## config.mk

```make
export PLATFORM = sky130hd
export DESIGN_NAME = circle_chase_sequencer
export DESIGN_NICKNAME = d
export VERILOG_FILES = /design/src/rtl/circle_chase_pkg.sv /design/src/rtl/step_prescaler.sv /design/src/rtl/circle_chase_sequencer.sv
export SDC_FILE = /design/constraint.sdc
export NUM_CORES = 1
export LEC_CHECK = 0
export ABC_AREA = 1
export CAP_MARGIN = 20
export CORE_ASPECT_RATIO = 0.6
export CORE_UTILIZATION = 40
export CTS_CLUSTER_DIAMETER = 200
export DETAILED_ROUTE_END_ITERATION = 16
export PLACE_DENSITY = 0.65
export SLEW_MARGIN = 20
export SYNTH_ARGS = -nofsm -noshare
export SYNTH_HDL_FRONTEND = slang
export SYNTH_SLANG_ARGS = --single-unit
```

## constraint.sdc

```tcl
create_clock -name clk -period 3.75 [get_ports clk]
set_input_delay 0.75 -clock clk [delete_from_list [all_inputs] [get_ports clk]]
set_output_delay 0.75 -clock clk [all_outputs]
set_load 0.05 [all_outputs]
```

## src/rtl/circle_chase_pkg.sv

```systemverilog
// Shared types and constants for the circle chase sequencer.
package circle_chase_pkg;

  typedef enum logic [1:0] {
    ST_IDLE = 2'd0,
    ST_RUN  = 2'd1,
    ST_HOLD = 2'd2
  } state_e;

  localparam logic DIR_CW  = 1'b0;
  localparam logic DIR_CCW = 1'b1;

  localparam logic ROW_TOP = 1'b0;
  localparam logic ROW_BOT = 1'b1;

endpackage

```

## src/rtl/step_prescaler.sv

```systemverilog
// Step prescaler: counts run cycles and raises step_en once every div_q+1
// counted cycles. div_q is re-latched from step_div on load and on each step.
module step_prescaler #(
  parameter int DIV_WIDTH = 24
) (
  input  logic                 clk,
  input  logic                 rst,
  input  logic                 run,
  input  logic                 clr,
  input  logic                 load,
  input  logic [DIV_WIDTH-1:0] step_div,
  output logic                 step_en
);

  logic [DIV_WIDTH-1:0] cnt_q;
  logic [DIV_WIDTH-1:0] div_q;
  logic                 hit;

  assign hit     = (cnt_q == div_q);
  // clear wins over a coincident step
  assign step_en = run && !clr && hit;

  // Counter and divider latch
  always_ff @(posedge clk or posedge rst) begin
    if (rst) begin
      cnt_q <= '0;
      div_q <= '0;
    end else if (load) begin
      cnt_q <= '0;
      div_q <= step_div;
    end else if (clr) begin
      cnt_q <= '0;
    end else if (run) begin
      if (hit) begin
        cnt_q <= '0;
        div_q <= step_div;
      end else begin
        cnt_q <= cnt_q + 1'b1;
      end
    end
  end

endmodule

```

## src/rtl/circle_chase_sequencer.sv

```systemverilog
// Circle chase sequencer: drives seg7_driver row/col so one lit segment
// chases around the display bank (top row left-to-right, bottom row back).
// Optional lap counter output `laps` is enabled by CIRCLE_CHASE_LAP_CNT_EN.
module circle_chase_sequencer
  import circle_chase_pkg::*;
#(
  parameter int DISPLAY_COUNT = 6,
  parameter int COL_WIDTH     = $clog2(DISPLAY_COUNT),
  parameter int DIV_WIDTH     = 24
`ifdef CIRCLE_CHASE_LAP_CNT_EN
  ,
  parameter int LAP_WIDTH     = 8
`endif
) (
  input  logic                 clk,
  input  logic                 rst,
  input  logic                 start,
  input  logic                 stop,
  input  logic                 hold,
  input  logic                 clear,
  input  logic                 dir,
  input  logic [DIV_WIDTH-1:0] step_div,
  output logic                 row,
  output logic [COL_WIDTH-1:0] col,
  output logic                 busy,
  output logic                 step_pulse,
  output logic                 lap_done
`ifdef CIRCLE_CHASE_LAP_CNT_EN
  ,
  output logic [LAP_WIDTH-1:0] laps
`endif
);

  localparam logic [COL_WIDTH-1:0] COL_MAX = COL_WIDTH'(DISPLAY_COUNT - 1);

  state_e               state_q, state_d;
  logic                 row_q, row_d;
  logic [COL_WIDTH-1:0] col_q, col_d;
  logic                 busy_q;
  logic                 step_pulse_q, step_pulse_d;
  logic                 lap_done_q, lap_done_d;
  logic                 adv_row;
  logic [COL_WIDTH-1:0] adv_col;
  logic                 pre_run, pre_load, step_en;

  // Prescaler runs on cycles whose next state is RUN, so a falling hold
  // resumes counting immediately and a rising hold or stop freezes it at once.
  assign pre_load = (state_q == ST_IDLE) && (state_d == ST_RUN);
  assign pre_run  = (state_q != ST_IDLE) && (state_d == ST_RUN);

  step_prescaler #(
    .DIV_WIDTH(DIV_WIDTH)
  ) u_prescaler (
    .clk      (clk),
    .rst      (rst),
    .run      (pre_run),
    .clr      (clear),
    .load     (pre_load),
    .step_div (step_div),
    .step_en  (step_en)
  );

  // Control FSM next state; stop beats start and hold
  always_comb begin
    state_d = state_q;
    case (state_q)
      ST_IDLE: if (start && !stop) state_d = ST_RUN;
      ST_RUN: begin
        if (stop)      state_d = ST_IDLE;
        else if (hold) state_d = ST_HOLD;
      end
      ST_HOLD: begin
        if (stop)       state_d = ST_IDLE;
        else if (!hold) state_d = ST_RUN;
      end
      default: state_d = ST_IDLE;
    endcase
  end

  // Next position around the circle and the strobes for it
  always_comb begin
    adv_row      = row_q;
    adv_col      = col_q;
    row_d        = row_q;
    col_d        = col_q;
    step_pulse_d = 1'b0;
    lap_done_d   = 1'b0;
    case (dir)
      DIR_CW: begin
        if (row_q == ROW_TOP) begin
          if (col_q == COL_MAX) adv_row = ROW_BOT;
          else                  adv_col = col_q + 1'b1;
        end else begin
          if (col_q == '0) adv_row = ROW_TOP;
          else             adv_col = col_q - 1'b1;
        end
      end
      DIR_CCW: begin
        if (row_q == ROW_TOP) begin
          if (col_q == '0) adv_row = ROW_BOT;
          else             adv_col = col_q - 1'b1;
        end else begin
          if (col_q == COL_MAX) adv_row = ROW_TOP;
          else                  adv_col = col_q + 1'b1;
        end
      end
      default: ;
    endcase
    if (clear) begin
      row_d = ROW_TOP;
      col_d = '0;
    end else if (step_en) begin
      row_d        = adv_row;
      col_d        = adv_col;
      step_pulse_d = 1'b1;
      lap_done_d   = (adv_row == ROW_TOP) && (adv_col == '0);
    end
  end

  // State, position and output registers
  always_ff @(posedge clk or posedge rst) begin
    if (rst) begin
      state_q      <= ST_IDLE;
      row_q        <= ROW_TOP;
      col_q        <= '0;
      busy_q       <= 1'b0;
      step_pulse_q <= 1'b0;
      lap_done_q   <= 1'b0;
    end else begin
      state_q      <= state_d;
      row_q        <= row_d;
      col_q        <= col_d;
      busy_q       <= (state_d != ST_IDLE);
      step_pulse_q <= step_pulse_d;
      lap_done_q   <= lap_done_d;
    end
  end

  assign row        = row_q;
  assign col        = col_q;
  assign busy       = busy_q;
  assign step_pulse = step_pulse_q;
  assign lap_done   = lap_done_q;

`ifdef CIRCLE_CHASE_LAP_CNT_EN
  logic [LAP_WIDTH-1:0] laps_q;

  // Lap counter, wraps naturally at 2^LAP_WIDTH
  always_ff @(posedge clk or posedge rst) begin
    if (rst)             laps_q <= '0;
    else if (clear)      laps_q <= '0;
    else if (lap_done_d) laps_q <= laps_q + 1'b1;
  end

  assign laps = laps_q;
`endif

endmodule

```

==> results.toml <==
[placed_design]
dp_cells = 619
hpwl_mm = 5.862
port_buffers = 37
gp_congestion = 0.8500

[sta]
rsz0062_at_grt = "false"
period_share = 0.6728
relSlewSlack = 0.4628
setup_violations = 0
hold_viol_final = 0
period_minus_slack_ns = 2.523
worst_pin_slew_ns = 0.8038
skew_ns = 0.005553
fmax_mhz = 396.3
slew_viol_final = 0
fin_setup_tns_ns = 0

[detailed_routing]
via_per_inst = 4.830
top_layer = "met4"
drc = 0
wirelength_mm = 8.344
ant_nets = 0
dr_wl_met3_um = 448
wl_met1_mm = 4.307
wl_per_cell_um = 13.14
wl_met2_mm = 3.550
drt_iter0_drc = 244
route.vias.total = 3067
dr.pass1.iters = 4

[synthesis]
synth_common_cells = "166 x nand2_1, 64 x nor2_1, 57 x dfrtp_1"
synth_edf_count = 0
synth_area_leaders = "dfrtp_1 41%, nand2_1 18%, nor2_1 7.0%"
synth_top_area_share = 0.4139
syn_area_um2 = 3446
yosys.area.top_type = "dfrtp_1"
yosys_warnings = 0
netlist_instances = 487
synthFlopType = "dfrtp_1"
synth-async-reset-ratio = 1.000
synth-seq-area-share = 0.4139
ys_types = 28
synth-seq-cells = 57
avgSynthCellArea_um2 = 7.076
syn_nets = 523
synth_most_common_cell = "nand2_1"

[global_route]
grt_pass1_wl_mm = 14.18
gr-total-overflow = 0
grt_usage = 0.2116
grt_pass1_vias = 2915
grt_max_degree = 46
antenna_found_initial = 0

[worst_hold_path]
min_path_cells = 2
hold_path_class = "reg2reg"
hold_end = "u_prescaler.div_q[7]"
hp-start = "u_prescaler.div_q[7]"

[clocking]
cts.sinks = 57
clock_latency_ns = 0.33
path_clk_slew_ns = 0.05
cts-root-buf = "clkbuf_16"
cts_resized = 0
numCtsBuffers = 9
h-tree-depth = 3
cts_tree = "built"
cts_buffer_depth = 2
ctsHoldBuffers = 0
cts_setup_buffers = 0

[floorplanning]
initial_core_util = 0.4253
ios = 38
core_area_um2 = 8102
fp.dieH_um = 73.90
die_area_um2 = 9002
die_w_um = 121.8
placementRows = 25

[finish]
n_fill_cell = 798
area_growth_pct = 20.01
drive_gt1_frac = 0.07021
fin_cells = 635
antenna_cells = 0
fin_nets = 558

[setup_path]
crit_top_cell = "nand2_1"
cp.arrival_ns = 2.77
start_kind = "input pin"
reg2reg_from = "u_prescaler.cnt_q[4]"
ff2ff_path_depth = 11
max_stage_delay_ns = 0.69
cp-end-kind = "register"
r2r_setup_slack_ns = 1.51
slowest_stage = "nand2_1"
cp_top_family = "simple AND/OR/NAND/NOR gates"
worst-setup-path-type = "in2reg"
cp_max_fo = 24
worstPathCellList = "clkdlybuf4s50_1 -> clkinv_1 -> nand2_1 -> nand2_1 -> o21ai_0 -> nand2_1 -> nor2_1"
r2r_end = "u_prescaler.cnt_q[22]"
crit_buf_inv = 2
required_ns = 4.00

[power]
max-vdd-ir-drop_mv = 0.2180
p_leak_nw = 2.016
p_per_area_nw_per_um2 = 483.2

[flow_run]
max_cap_violations = 0

[status]
status = "finished, final reports clean"
## routing by layer
| layer | vias to the layer above | global-route usage |
|---|---|---|
| met2 | 54 | 0.3101 |
| li1 | 1593 | - |
| met4 | 0 | 0.07407 |
| met3 | 4 | 0.05978 |
| met1 | 1416 | 0.2968 |
| met5 | - | 0 |
## where the power goes
part           leakage (nW)  internal (mW)  total (mW)  switching, mW
clock                 0.139          0.479       0.756          0.277
combinational          1.11          0.167       0.428          0.261
sequential            0.766          0.727       0.813         0.0869
total                  2.02           1.37        2.00          0.625
## worst reg2reg max path, stage by stage (launching register included)
cell     delay, ns
dfrtp_1       0.46
nand2_1       0.08
inv_1         0.06
nor2_1        0.03
nor2_1        0.19
nand2_1       0.13
nor2_2        0.13
nand3_2       0.11
nand2_4       0.29
nand2_1       0.14
nand2_2       0.38
nor2_1        0.10
## how the worst max path moves through the flow
stage / startpoint / end / cells after the start
detailed placement: clear / u_prescaler.cnt_q[6] / 7
global placement: clear / u_prescaler.cnt_q[18] / 7
global route: clear / u_prescaler.cnt_q[18] / 7
finish: clear / u_prescaler.cnt_q[6] / 7
CTS: clear / u_prescaler.cnt_q[6] / 7
floorplan: rst / busy / 1
## area by class of cell
class,count,area [µm²],area share
timing repair buffer,40,392.9,0.09501
sequential,57,1426,0.3449
tap,108,135.1,0.03268
multi-input combinational,348,1658,0.4009
clock inverter,3,15.01,0.003631
inverter,66,247.7,0.05991
clock buffer,13,260.3,0.06293
## sequential cells by signal (all words and copies together) (netlist names)
register           flops
u_prescaler.div_q     24
col                    3
step_pulse             1
u_prescaler.cnt_q     24
lap_done               1
row                    1
state_q                2
busy                   1
## placed cells by master, fill, tap and decap left out, types with 2 or more instances in the layout
cell / n
nor2_1: 64
a21oi_1: 4
nand3b_1: 3
nor2_2: 3
nand3_1: 22
clkbuf_16: 9
o21ai_0: 9
clkinv_1: 4
nand4_1: 30
inv_2: 8
ha_1: 5
clkdlybuf4s50_1: 37
nand2_1: 166
clkbuf_1: 2
clkbuf_8: 2
xor2_1: 20
o21ai_1: 3
nor3_1: 7
dfrtp_1: 57
nand2_2: 5
buf_4: 3
inv_1: 54
clkinv_2: 3
## logic make-up (layout without fill, tap and decap cells)
family | after synthesis | in the layout | share of synthesized area
xor gates and xnor gates | 21 | 21 | 0.05338
and+or+nand+nor | 304 | 304 | 0.3824
DFF | 57 | 57 | 0.4139
adders and majority gates | 5 | 5 | 0.01816
buffers and inverters | 82 | 122 | 0.1049
AOI/OAI and AO/OA | 18 | 18 | 0.02723
## through the flow
step	cell area (µm²)	setup WS, ns	total power, mW	hold slack [ns]	util
after floorplan	3446	1.600	1.126	0.4608	-
after global placement	3860	1.013	1.236	0.4796	0.4764
after detailed placement	3860	0.9259	1.252	0.4825	0.4764
after CTS	4135	1.260	2.025	0.4942	0.5104
after global routing	4135	1.024	2.132	0.5221	0.5104
final	4135	1.227	1.998	0.4877	0.5104
Note: power is estimated with default switching activity, not from simulation.
